==> src/rtl/opponent_msg_pkg.sv <==
// Shared definitions for the opponent message mailbox.
// Channel IDs, payload field offsets, link state type and a saturating
// counter helper used by the top level.
package opponent_msg_pkg;

  // Channel assignments on the receive link
  localparam int CH_PLAYER = 0;
  localparam int CH_GAME   = 1;
  localparam int CH_SYNC   = 2;
  localparam int CH_CTRL   = 3;

  // Payload field offsets (44-bit payload)
  localparam int X_MSB    = 43;
  localparam int X_LSB    = 33;
  localparam int Y_MSB    = 31;
  localparam int Y_LSB    = 21;
  localparam int DIR_MSB  = 19;
  localparam int DIR_LSB  = 11;
  localparam int GAME_MSB = 7;
  localparam int GAME_LSB = 5;
  localparam int RST_BIT  = 3;

  typedef enum logic {
    LINK_DOWN = 1'b0,
    LINK_UP   = 1'b1
  } link_state_t;

  // Statistics counters stick at all-ones instead of wrapping
  function automatic logic [15:0] sat_inc16(input logic [15:0] v);
    return (v == 16'hFFFF) ? v : v + 16'd1;
  endfunction

endpackage

==> src/rtl/mailbox_channel.sv <==
// One mailbox slot: latest payload, written-since-reset bit, fresh flag.
// Ports:
//   clk_in, rstn_in  clock, async active-low reset
//   wr               write a NEW payload (already classified by the top)
//   payload          incoming payload, also used for the duplicate compare
//   consume          reader strobe; clears fresh when fresh is set
//   clr              link dropped: clear fresh, keep data
//   data, fresh      stored payload and fresh flag
//   dup              payload matches stored value of a written slot
//   overrun          this write replaces fresh data the reader never took
module mailbox_channel #(
  parameter int PAYLOAD_W = 44
) (
  input  logic                 clk_in,
  input  logic                 rstn_in,
  input  logic                 wr,
  input  logic [PAYLOAD_W-1:0] payload,
  input  logic                 consume,
  input  logic                 clr,
  output logic [PAYLOAD_W-1:0] data,
  output logic                 fresh,
  output logic                 dup,
  output logic                 overrun
);

  logic written_q;

  always_ff @(posedge clk_in or negedge rstn_in) begin
    if (!rstn_in) begin
      data      <= '0;
      written_q <= 1'b0;
      fresh     <= 1'b0;
    end else begin
      if (wr) begin
        data      <= payload;
        written_q <= 1'b1;
      end
      // wr and clr never coincide: the link only drops in a cycle with no
      // accepted word. wr beats consume so a same-cycle refill stays fresh.
      if (clr)          fresh <= 1'b0;
      else if (wr)      fresh <= 1'b1;
      else if (consume) fresh <= 1'b0;
    end
  end

  assign dup     = written_q && (payload == data);
  assign overrun = wr && fresh && !consume;

endmodule

==> src/rtl/opponent_msg_mailbox.sv <==
// Multi-channel mailbox between the Ethernet receive path and game logic.
// Demuxes words by channel ID, drops invalid/idle words, suppresses
// duplicates, and tracks link liveness with a heartbeat timeout.
// Ports:
//   clk_in, rstn_in   clock, async active-low reset
//   s_axiiv, s_axiid  input word strobe and {channel ID, payload}
//   m_axiov, m_axiod  per-channel fresh flags and latest payloads
//   m_ready           per-channel consume strobes
//   link_up           a word was accepted within TIMEOUT_CYC cycles
//   drop_count        saturating count of dropped words
//   overrun_count     saturating count of unconsumed data overwritten
module opponent_msg_mailbox
  import opponent_msg_pkg::*;
#(
  parameter int PAYLOAD_W   = 44,
  parameter int NUM_CH      = 4,
  parameter int TIMEOUT_CYC = 3_250_000,
  parameter bit DROP_ZERO   = 1'b1,
  localparam int CH_W       = $clog2(NUM_CH),
  localparam int DATA_W     = CH_W + PAYLOAD_W
) (
  input  logic                        clk_in,
  input  logic                        rstn_in,
  input  logic                        s_axiiv,
  input  logic [DATA_W-1:0]           s_axiid,
  output logic [NUM_CH-1:0]           m_axiov,
  output logic [NUM_CH*PAYLOAD_W-1:0] m_axiod,
  input  logic [NUM_CH-1:0]           m_ready,
  output logic                        link_up,
  output logic [15:0]                 drop_count,
  output logic [15:0]                 overrun_count
);

  localparam int TMR_W = $clog2(TIMEOUT_CYC);
  localparam logic [TMR_W-1:0] TMR_LAST = TMR_W'(TIMEOUT_CYC - 1);

  logic [CH_W-1:0]      ch_id;
  logic [PAYLOAD_W-1:0] payload;
  logic                 id_ok, is_zero, drop, hb;

  logic [NUM_CH-1:0]                 sel, new_wr, dup_ch, ovr_ch;
  logic [NUM_CH-1:0][PAYLOAD_W-1:0]  data_arr;

  link_state_t      state_q, state_d;
  logic [TMR_W-1:0] timer_q, timer_d;
  logic             clr_all;

  assign ch_id   = s_axiid[DATA_W-1 -: CH_W];
  assign payload = s_axiid[PAYLOAD_W-1:0];

  // With a power-of-two channel count every encodable ID is valid
  if (NUM_CH == (1 << CH_W)) begin : g_id_full
    assign id_ok = 1'b1;
  end else begin : g_id_part
    localparam logic [CH_W-1:0] ID_LIM = CH_W'(NUM_CH);
    assign id_ok = (ch_id < ID_LIM);
  end

  assign is_zero = DROP_ZERO && (payload == '0);
  assign drop    = s_axiiv && (!id_ok || is_zero);
  // DUP and NEW words both prove the far end is alive
  assign hb      = s_axiiv && !drop;

  for (genvar c = 0; c < NUM_CH; c++) begin : g_ch
    assign sel[c]    = hb && (ch_id == CH_W'(c));
    assign new_wr[c] = sel[c] && !dup_ch[c];

    mailbox_channel #(.PAYLOAD_W(PAYLOAD_W)) u_ch (
      .clk_in  (clk_in),
      .rstn_in (rstn_in),
      .wr      (new_wr[c]),
      .payload (payload),
      .consume (m_ready[c]),
      .clr     (clr_all),
      .data    (data_arr[c]),
      .fresh   (m_axiov[c]),
      .dup     (dup_ch[c]),
      .overrun (ovr_ch[c])
    );
  end

  assign m_axiod = data_arr;

  always_ff @(posedge clk_in or negedge rstn_in) begin
    if (!rstn_in) begin
      drop_count    <= '0;
      overrun_count <= '0;
    end else begin
      if (drop)    drop_count    <= sat_inc16(drop_count);
      if (|ovr_ch) overrun_count <= sat_inc16(overrun_count);
    end
  end

  // Link liveness FSM
  always_ff @(posedge clk_in or negedge rstn_in) begin
    if (!rstn_in) begin
      state_q <= LINK_DOWN;
      timer_q <= '0;
    end else begin
      state_q <= state_d;
      timer_q <= timer_d;
    end
  end

  always_comb begin
    state_d = state_q;
    timer_d = timer_q;
    clr_all = 1'b0;
    case (state_q)
      LINK_DOWN: begin
        timer_d = '0;
        if (hb) state_d = LINK_UP;
      end
      LINK_UP: begin
        if (hb) begin
          timer_d = '0;
        end else if (timer_q == TMR_LAST) begin
          state_d = LINK_DOWN;
          timer_d = '0;
          clr_all = 1'b1;
        end else begin
          timer_d = timer_q + TMR_W'(1);
        end
      end
      default: begin
        state_d = LINK_DOWN;
        timer_d = '0;
      end
    endcase
  end

  assign link_up = (state_q == LINK_UP);

endmodule

==> config.mk <==
export PLATFORM = sky130hd
export DESIGN_NAME = opponent_msg_mailbox
export DESIGN_NICKNAME = d
export VERILOG_FILES = /design/src/rtl/opponent_msg_pkg.sv /design/src/rtl/mailbox_channel.sv /design/src/rtl/opponent_msg_mailbox.sv
export SDC_FILE = /design/constraint.sdc
export NUM_CORES = 1
export LEC_CHECK = 0
export ABC_AREA = 1
export BUFFER_PORTS_ARGS = -buffer_cell sky130_fd_sc_hd__buf_2
export CAP_MARGIN = 5
export CORE_MARGIN = 10
export CORE_UTILIZATION = 51
export DETAILED_ROUTE_END_ITERATION = 8
export HOLD_SLACK_MARGIN = 0.05
export PLACE_DENSITY_LB_ADDON = 0.05
export SLEW_MARGIN = 20
export SYNTH_ARGS = -nofsm -noshare
export SYNTH_HDL_FRONTEND = slang
export SYNTH_SLANG_ARGS = --single-unit
==> constraint.sdc <==
create_clock -name clk_in -period 2.44 [get_ports clk_in]
set_clock_uncertainty 0.05 [all_clocks]
set_input_delay 0.488 -clock clk_in [delete_from_list [all_inputs] [get_ports clk_in]]
set_output_delay 0.488 -clock clk_in [all_outputs]
set_load 0.01 [all_outputs]
======== Yosys cells after proc, flatten, opt, wreduce, memory -nomap -nowiden ========
Index checks and enable logic that the tools add are counted.
word-level totals
  register bits ........................... 239
  bits of input ports ..................... 53
  word-level logic and storage cells ...... 94
cells by class
  bitwise gates (word level) .............. 3
  multiplexer cells ....................... 22
  $add $sub $neg .......................... 3
  reductions and logical operators ........ 40
  eq/ne operators ......................... 10
operators by type and width
  kind                     number
  $eq A44 B44 Y1           4
  $logic_not A44 Y1        1
  $mux W22                 2
  $pmux W22 S2             1
  $add A16 B1 Y16 const B  2
  $eq A16 B16 Y1 const B   2
  $add A22 B1 Y22 const B  1
  $eq A22 B22 Y1 const B   1
  $logic_and A1 B1 Y1      22
  $mux W1                  18
  $reduce_bool A3 Y1       4
  $logic_not A1 Y1         9
  $eq A2 B2 Y1 const B     2
  $reduce_and A2 Y1        2
  $reduce_or A4 Y1         1
  $not A1 Y1               3
  $eq A2 B1 Y1 const B     1
  $logic_not A2 Y1         1
  $pmux W1 S2              1

======== Depth between registers and ports, before layout ========
  word-level depth ........................ 10
  mapped depth ............................ 17
  gate-level depth less buffers ........... 15

======== Modules after synthesis ========
From an unflattened synthesis, not the netlist that was laid out.
unflattened totals
  cells, all modules ...................... 1927
  area total of the unflattened synthesis .. 13429.1 sq um
by module, submodules not included
  module                cells each  times used  sequential area each (sq um)  area an instance (sq um)
  mailbox_channel       364         4           1151.1                        2494.9
  opponent_msg_mailbox  471         1           1376.3                        3449.6

======== Least setup slack after synthesis ========
OpenSTA, ideal clock, no wires.
  path type ............................... input -> register
  start point ............................. in s_axiid[42]
  end point ............................... reg overrun_count[7]
  arrival time ............................ 1.814 ns
  stages on the path ...................... 16
  required time ........................... 2.273 ns
  slack ................................... 0.459 ns
  setup time .............................. 0.117 ns
  cells stage by stage .................... buf_4 -> nor2_1 -> nand2_1 -> nor2_1 -> nand2_1 -> nor2_2 -> nand2_4 -> nand2_8 -> nor2_2 -> nand3_1 -> nand2_2 -> inv_1 -> nand2_4 -> buf_4 -> nand3_1 -> nand2_1
on the way
  cells in the longest elaborated chain, start to end .. 10
  elaborated cells on any way between the ends .. 34
  classes of those cells .................. 4 x eq/ne; 30 x reduce/logical
RTL lines
  item                              RTL line                    source
  start, declared                   opponent_msg_mailbox.sv:25  input logic [DATA_W-1:0] s_axiid,
  $logic_not A44 Y1                 opponent_msg_mailbox.sv:59  assign is_zero = DROP_ZERO && (payload == '0);
  $logic_and A1 B1 Y1               opponent_msg_mailbox.sv:60  assign drop = s_axiiv && (!id_ok || is_zero);
  $logic_not A1 Y1                  opponent_msg_mailbox.sv:62  assign hb = s_axiiv && !drop;
  $logic_and A1 B1 Y1               opponent_msg_mailbox.sv:62
  $logic_and A1 B1 Y1               opponent_msg_mailbox.sv:65  assign sel[c] = hb && (ch_id == CH_W'(c));
  $logic_and A1 B1 Y1               opponent_msg_mailbox.sv:66  assign new_wr[c] = sel[c] && !dup_ch[c];
  $logic_and A1 B1 Y1 (2 in a row)  mailbox_channel.sv:47       assign overrun = wr && fresh && !consume;
  $reduce_or A4 Y1 *                opponent_msg_mailbox.sv:90  if (|ovr_ch) overrun_count <= sat_inc16(overrun_count);
  $reduce_and A2 Y1 (no line) *     -
  end signal, assigned              opponent_msg_mailbox.sv:90
  end, declared                     opponent_msg_mailbox.sv:31  output logic [15:0] overrun_count
Mark *: on every way between the ends. The rest lies on a longest branch, timed or not.
A chain may end at the register's enable or synchronous reset.

======== Worst setup path after layout ========
  start point ............................. reg g_ch[1].u_ch.data[10]
  end point ............................... reg overrun_count[12]
on the way
  cells in the longest elaborated chain, start to end .. 8
RTL lines
  item                              RTL line                    source
  start, declared                   mailbox_channel.sv:20       output logic [PAYLOAD_W-1:0] data,
  start signal, assigned            mailbox_channel.sv:35       data <= payload;
  $eq A44 B44 Y1                    mailbox_channel.sv:46       assign dup = written_q && (payload == data);
  $logic_and A1 B1 Y1               mailbox_channel.sv:46
  $logic_not A1 Y1                  opponent_msg_mailbox.sv:66
  $logic_and A1 B1 Y1               opponent_msg_mailbox.sv:66
  $logic_and A1 B1 Y1 (2 in a row)  mailbox_channel.sv:47
  $reduce_or A4 Y1                  opponent_msg_mailbox.sv:90
  $reduce_and A2 Y1 (no line)       -
No other way between the ends.

==> summary.md <==
| Metric | Value |
|---|---|
| H-tree Lvls | 1 |
| Die area | between 0.03 and 0.04 sq mm |
| Async SR Flop Fraction | 100% |
| Most common flop cell mapped by yosys | dfrtp_1 |
| Ant. Diodes | 0 |
| Worst VDD drop | approximately 480 uV |
| Global placement routability congestion | 0.906 |
| Root Buffer | clkbuf_16 |
| Post-DR vias/cell | 5.11 |
| Setup TNS | 0 ns |
| Clock power frac | roughly a third |
| Worst slew pin tran | slightly below 0.7 ns |
| Sw power | 0.00379 W |
| CP required | 2.86 ns |
| Comb power frac | 22.1% |
| Most frequent cells in the layout | nand2_1 (611), buf_2 (264), dfrtp_1 (239), o21ai_0 (201), inv_1 (199) |
| Post-synthesis area per instance | 7.39 sq um |
| Final hold violation count | 0 |
| Die height | 179 um |
| Max Cap Viol | 0 |
| Reg power frac | about 43% |
| Drt drc | 0 |
| Synth-to-Final Area Change | 21.4% |
| CP Capture Type | flip-flop |
| Chip width | 179 um |
| Yosys top cell by area | dfrtp_1 |
| Routed wire length | 42000 um |
| Final period utilization | 89.6% |
| Clock Pin Slew Worst Setup and Hold Paths | 0.06 ns |
| Worst-path cell chain | inv_1, nand2_1, nand2_1, nand2_1, nor2_1, buf_4, nand2_1, nor2_1, nand3_1, nand3_2, nand2_2, o21ai_4, buf_12, nand2_1, nand2_1 |
| Grt ovf | 0 |
| Via Count | 12119 |
| Buf/Inv on CP | 3 |
| Min Tclk post-route | ~2.2 ns |
| RSZ-0062 raised after global routing | false |
| Slowest stage cell, crit path | dfrtp_1 |
| PortBufs | about 270 |
| CTS resizes | 0 |
| CP top delay family | simple AND/OR/NAND/NOR gates |
| Largest net degree at the start of global routing | between 50 and 60 |
| Max Fclk | 457 MHz |
| Commonest non-fill, non-tap cell in the layout | nand2_1 |
| Initial core utilization | 51.6% |
| First-pass GRT wire length | 65700 um |
| Worst path most repeated cell | nand2_1 |
| Worst path max stage delay | between 0.4 and 0.5 ns |
| Netlist cell types | 36 |
| Layout cell share with drive strength beyond 1 | 19.9% |
| WL per Instance | 17.7 um |
| Inserted Clock Buffers | 27 |
| Max Slew Vio Count | 0 |
| Clock buffer depth | 3 |
| Top Ports | 266 |
| Worst-skew pair later-pin latency | 0.55 ns |
| Antenna Violating Nets Remaining | 0 |
| Vias in the first global route | 11468 |
| Total number of yosys warnings | 0 |
| P_leak | around 8.3 nW |
| Largest cells by area after synthesis | dfrtp_1 (46%), nand2_1 (18%), o21ai_0 (7.8%), inv_1 (5.8%), nor2_1 (4.2%) |
| Core area | 0.0250 sq mm |
| Total track usage | 26.1% |
| Max-slew headroom | between 50% and 60% |
| Cell Area, Synth | 0.0129 sq mm |
| CP max FO | 16 |
| CP arrival | 2.61 ns |
| Cell-internal power | 0.00792 W |
| Status | finished clean |
| HP Class | in2reg |
| Postcts setup bufs | 0 |
| Initial antenna violation count | 0 |
| Fin nets | 2077 |
| Cells after Synth | 1746 |
| Seq/Total Area, Yosys | 46.3% |
| DRT Pass-1 Iters | 7 |
| Synth top area share | 46.3% |
| # rows | 58 |
| Fraction of power spent switching nets | 32.4% |
| Hold Worst Slack | about 0.18 ns |
| Number of flops mapped to enable cells by yosys | 0 |
| Startpoint types | flip-flop |
| Clock Sink Count | 239 |
| Syn nets | 1802 |
| Kind of critical path | reg2reg |
| PwrDens | roughly 750 mW/mm^2 |
| Flops & latches, synth | 239 |
| Final HPWL from detailed placement | 32300 um |
| Final Setup Violations | 0 |
| Detailed Route Iter0 Violations | 1180 |
| TritonCTS clock tree | built |
==> cell usage after synthesis, types with 22 or more instances <==
cell type / n
xor2_1: 37
buf_2: 23
nor3_1: 22
nor2_1: 144
nand4_1: 28
xnor2_1: 51
dfrtp_1: 239
nand2_1: 614
inv_2: 22
nand3_1: 46
o21ai_0: 201
inv_1: 199
==> stage by stage <==
step	utilization (%)	worst slack [ns]	std cells	instance area, sq um	power (W)
final	62.6	0.254	2370	15700	0.0117
after global routing	62.6	0.0466	2370	15700	0.0124
after CTS	62.6	0.275	2370	15700	0.0118
after detailed placement	59.1	-0.0126	2321	14800	0.00770
after global placement	59.1	-0.00565	2321	14800	0.00765
after floorplan	-	0.459	1746	12900	0.00641
==> logic make-up after synthesis <==
| kind of cell | synth area share (%) |
|---|---|
| AOI/OAI and AO/OA | 9.30 |
| xor gates and xnor gates | 5.97 |
| adders and majority gates | 0.291 |
| buffers and inverters | 9.85 |
| DFF | 46.3 |
| and+or+nand+nor | 28.3 |
==> state kept, by name, indices dropped and copies added, names as in the netlist <==
signal               cells
g_ch.u_ch.written_q      4
link_up                  1
g_ch.u_ch.fresh          4
g_ch.u_ch.data         176
drop_count              16
overrun_count           16
timer_q                 22
==> routing by layer <==
layer	vias up	track usage (%)	share of wire (%)
li1	5965	-	-
met1	5629	37.7	45
met2	465	38.5	43
met3	60	6.13	9.4
met4	0	6.49	2.1
met5	-	0	0
==> tightest hold or removal path, delay by kind of cell <==
| family | cells | cell delay [ns] |
|---|---|---|
| AND/OR/NAND/NOR | 1 | 0.05 |
| AO/OA/AOI/OAI | 1 | 0.06 |
| buffers and inverters | 2 | 0.12 |
==> power by group through the flow <==
| stage | clock network (W) | registers, W | logic [W] |
|---|---|---|---|
| 5_1_grt | 0.00431 | 0.00512 | 0.00293 |
| 3_3_place_gp | 0 | 0.00508 | 0.00257 |
| 2_1_floorplan | 0 | 0.00520 | 0.00121 |
| 6_report | 0.00408 | 0.00504 | 0.00259 |
| 3_5_place_dp | 0 | 0.00510 | 0.00261 |
| 4_1_cts | 0.00415 | 0.00503 | 0.00262 |
==> repair_timing <==
action | CTS | global route
hold buffers | 1 | 0
hold endpoints to repair | 48 | 0
endpoints found under the setup margin | 0 | 0
==> worst paths after layout <==
| path | start | to | slack, ns | depth (start not counted) |
|---|---|---|---|---|
| max | g_ch[1].u_ch.data[10] | overrun_count[12] | 0.25 | 15 |
| min | m_ready[1] | g_ch[1].u_ch.fresh | 0.18 | 4 |
| max reg2reg | g_ch[1].u_ch.data[10] | overrun_count[12] | 0.25 | 15 |
| min reg2reg | g_ch[1].u_ch.written_q | g_ch[1].u_ch.written_q | 0.40 | 2 |
| max in group asynchronous | rstn_in | g_ch[3].u_ch.data[41] | 1.26 | 3 |
| min in group asynchronous | rstn_in | g_ch[2].u_ch.data[9] | 0.41 | 2 |
==> final cells by class <==
class	count	area, sq um
Clock buffer	38	747
Clock inverter	10	128
Fill cell	2339	9370
Inverter	222	835
Multi-Input combinational cell	1216	5670
Sequential cell	239	5980
Tap cell	330	413
Timing Repair Buffer	315	1900
Note: power is estimated with default switching activity, not from simulation.
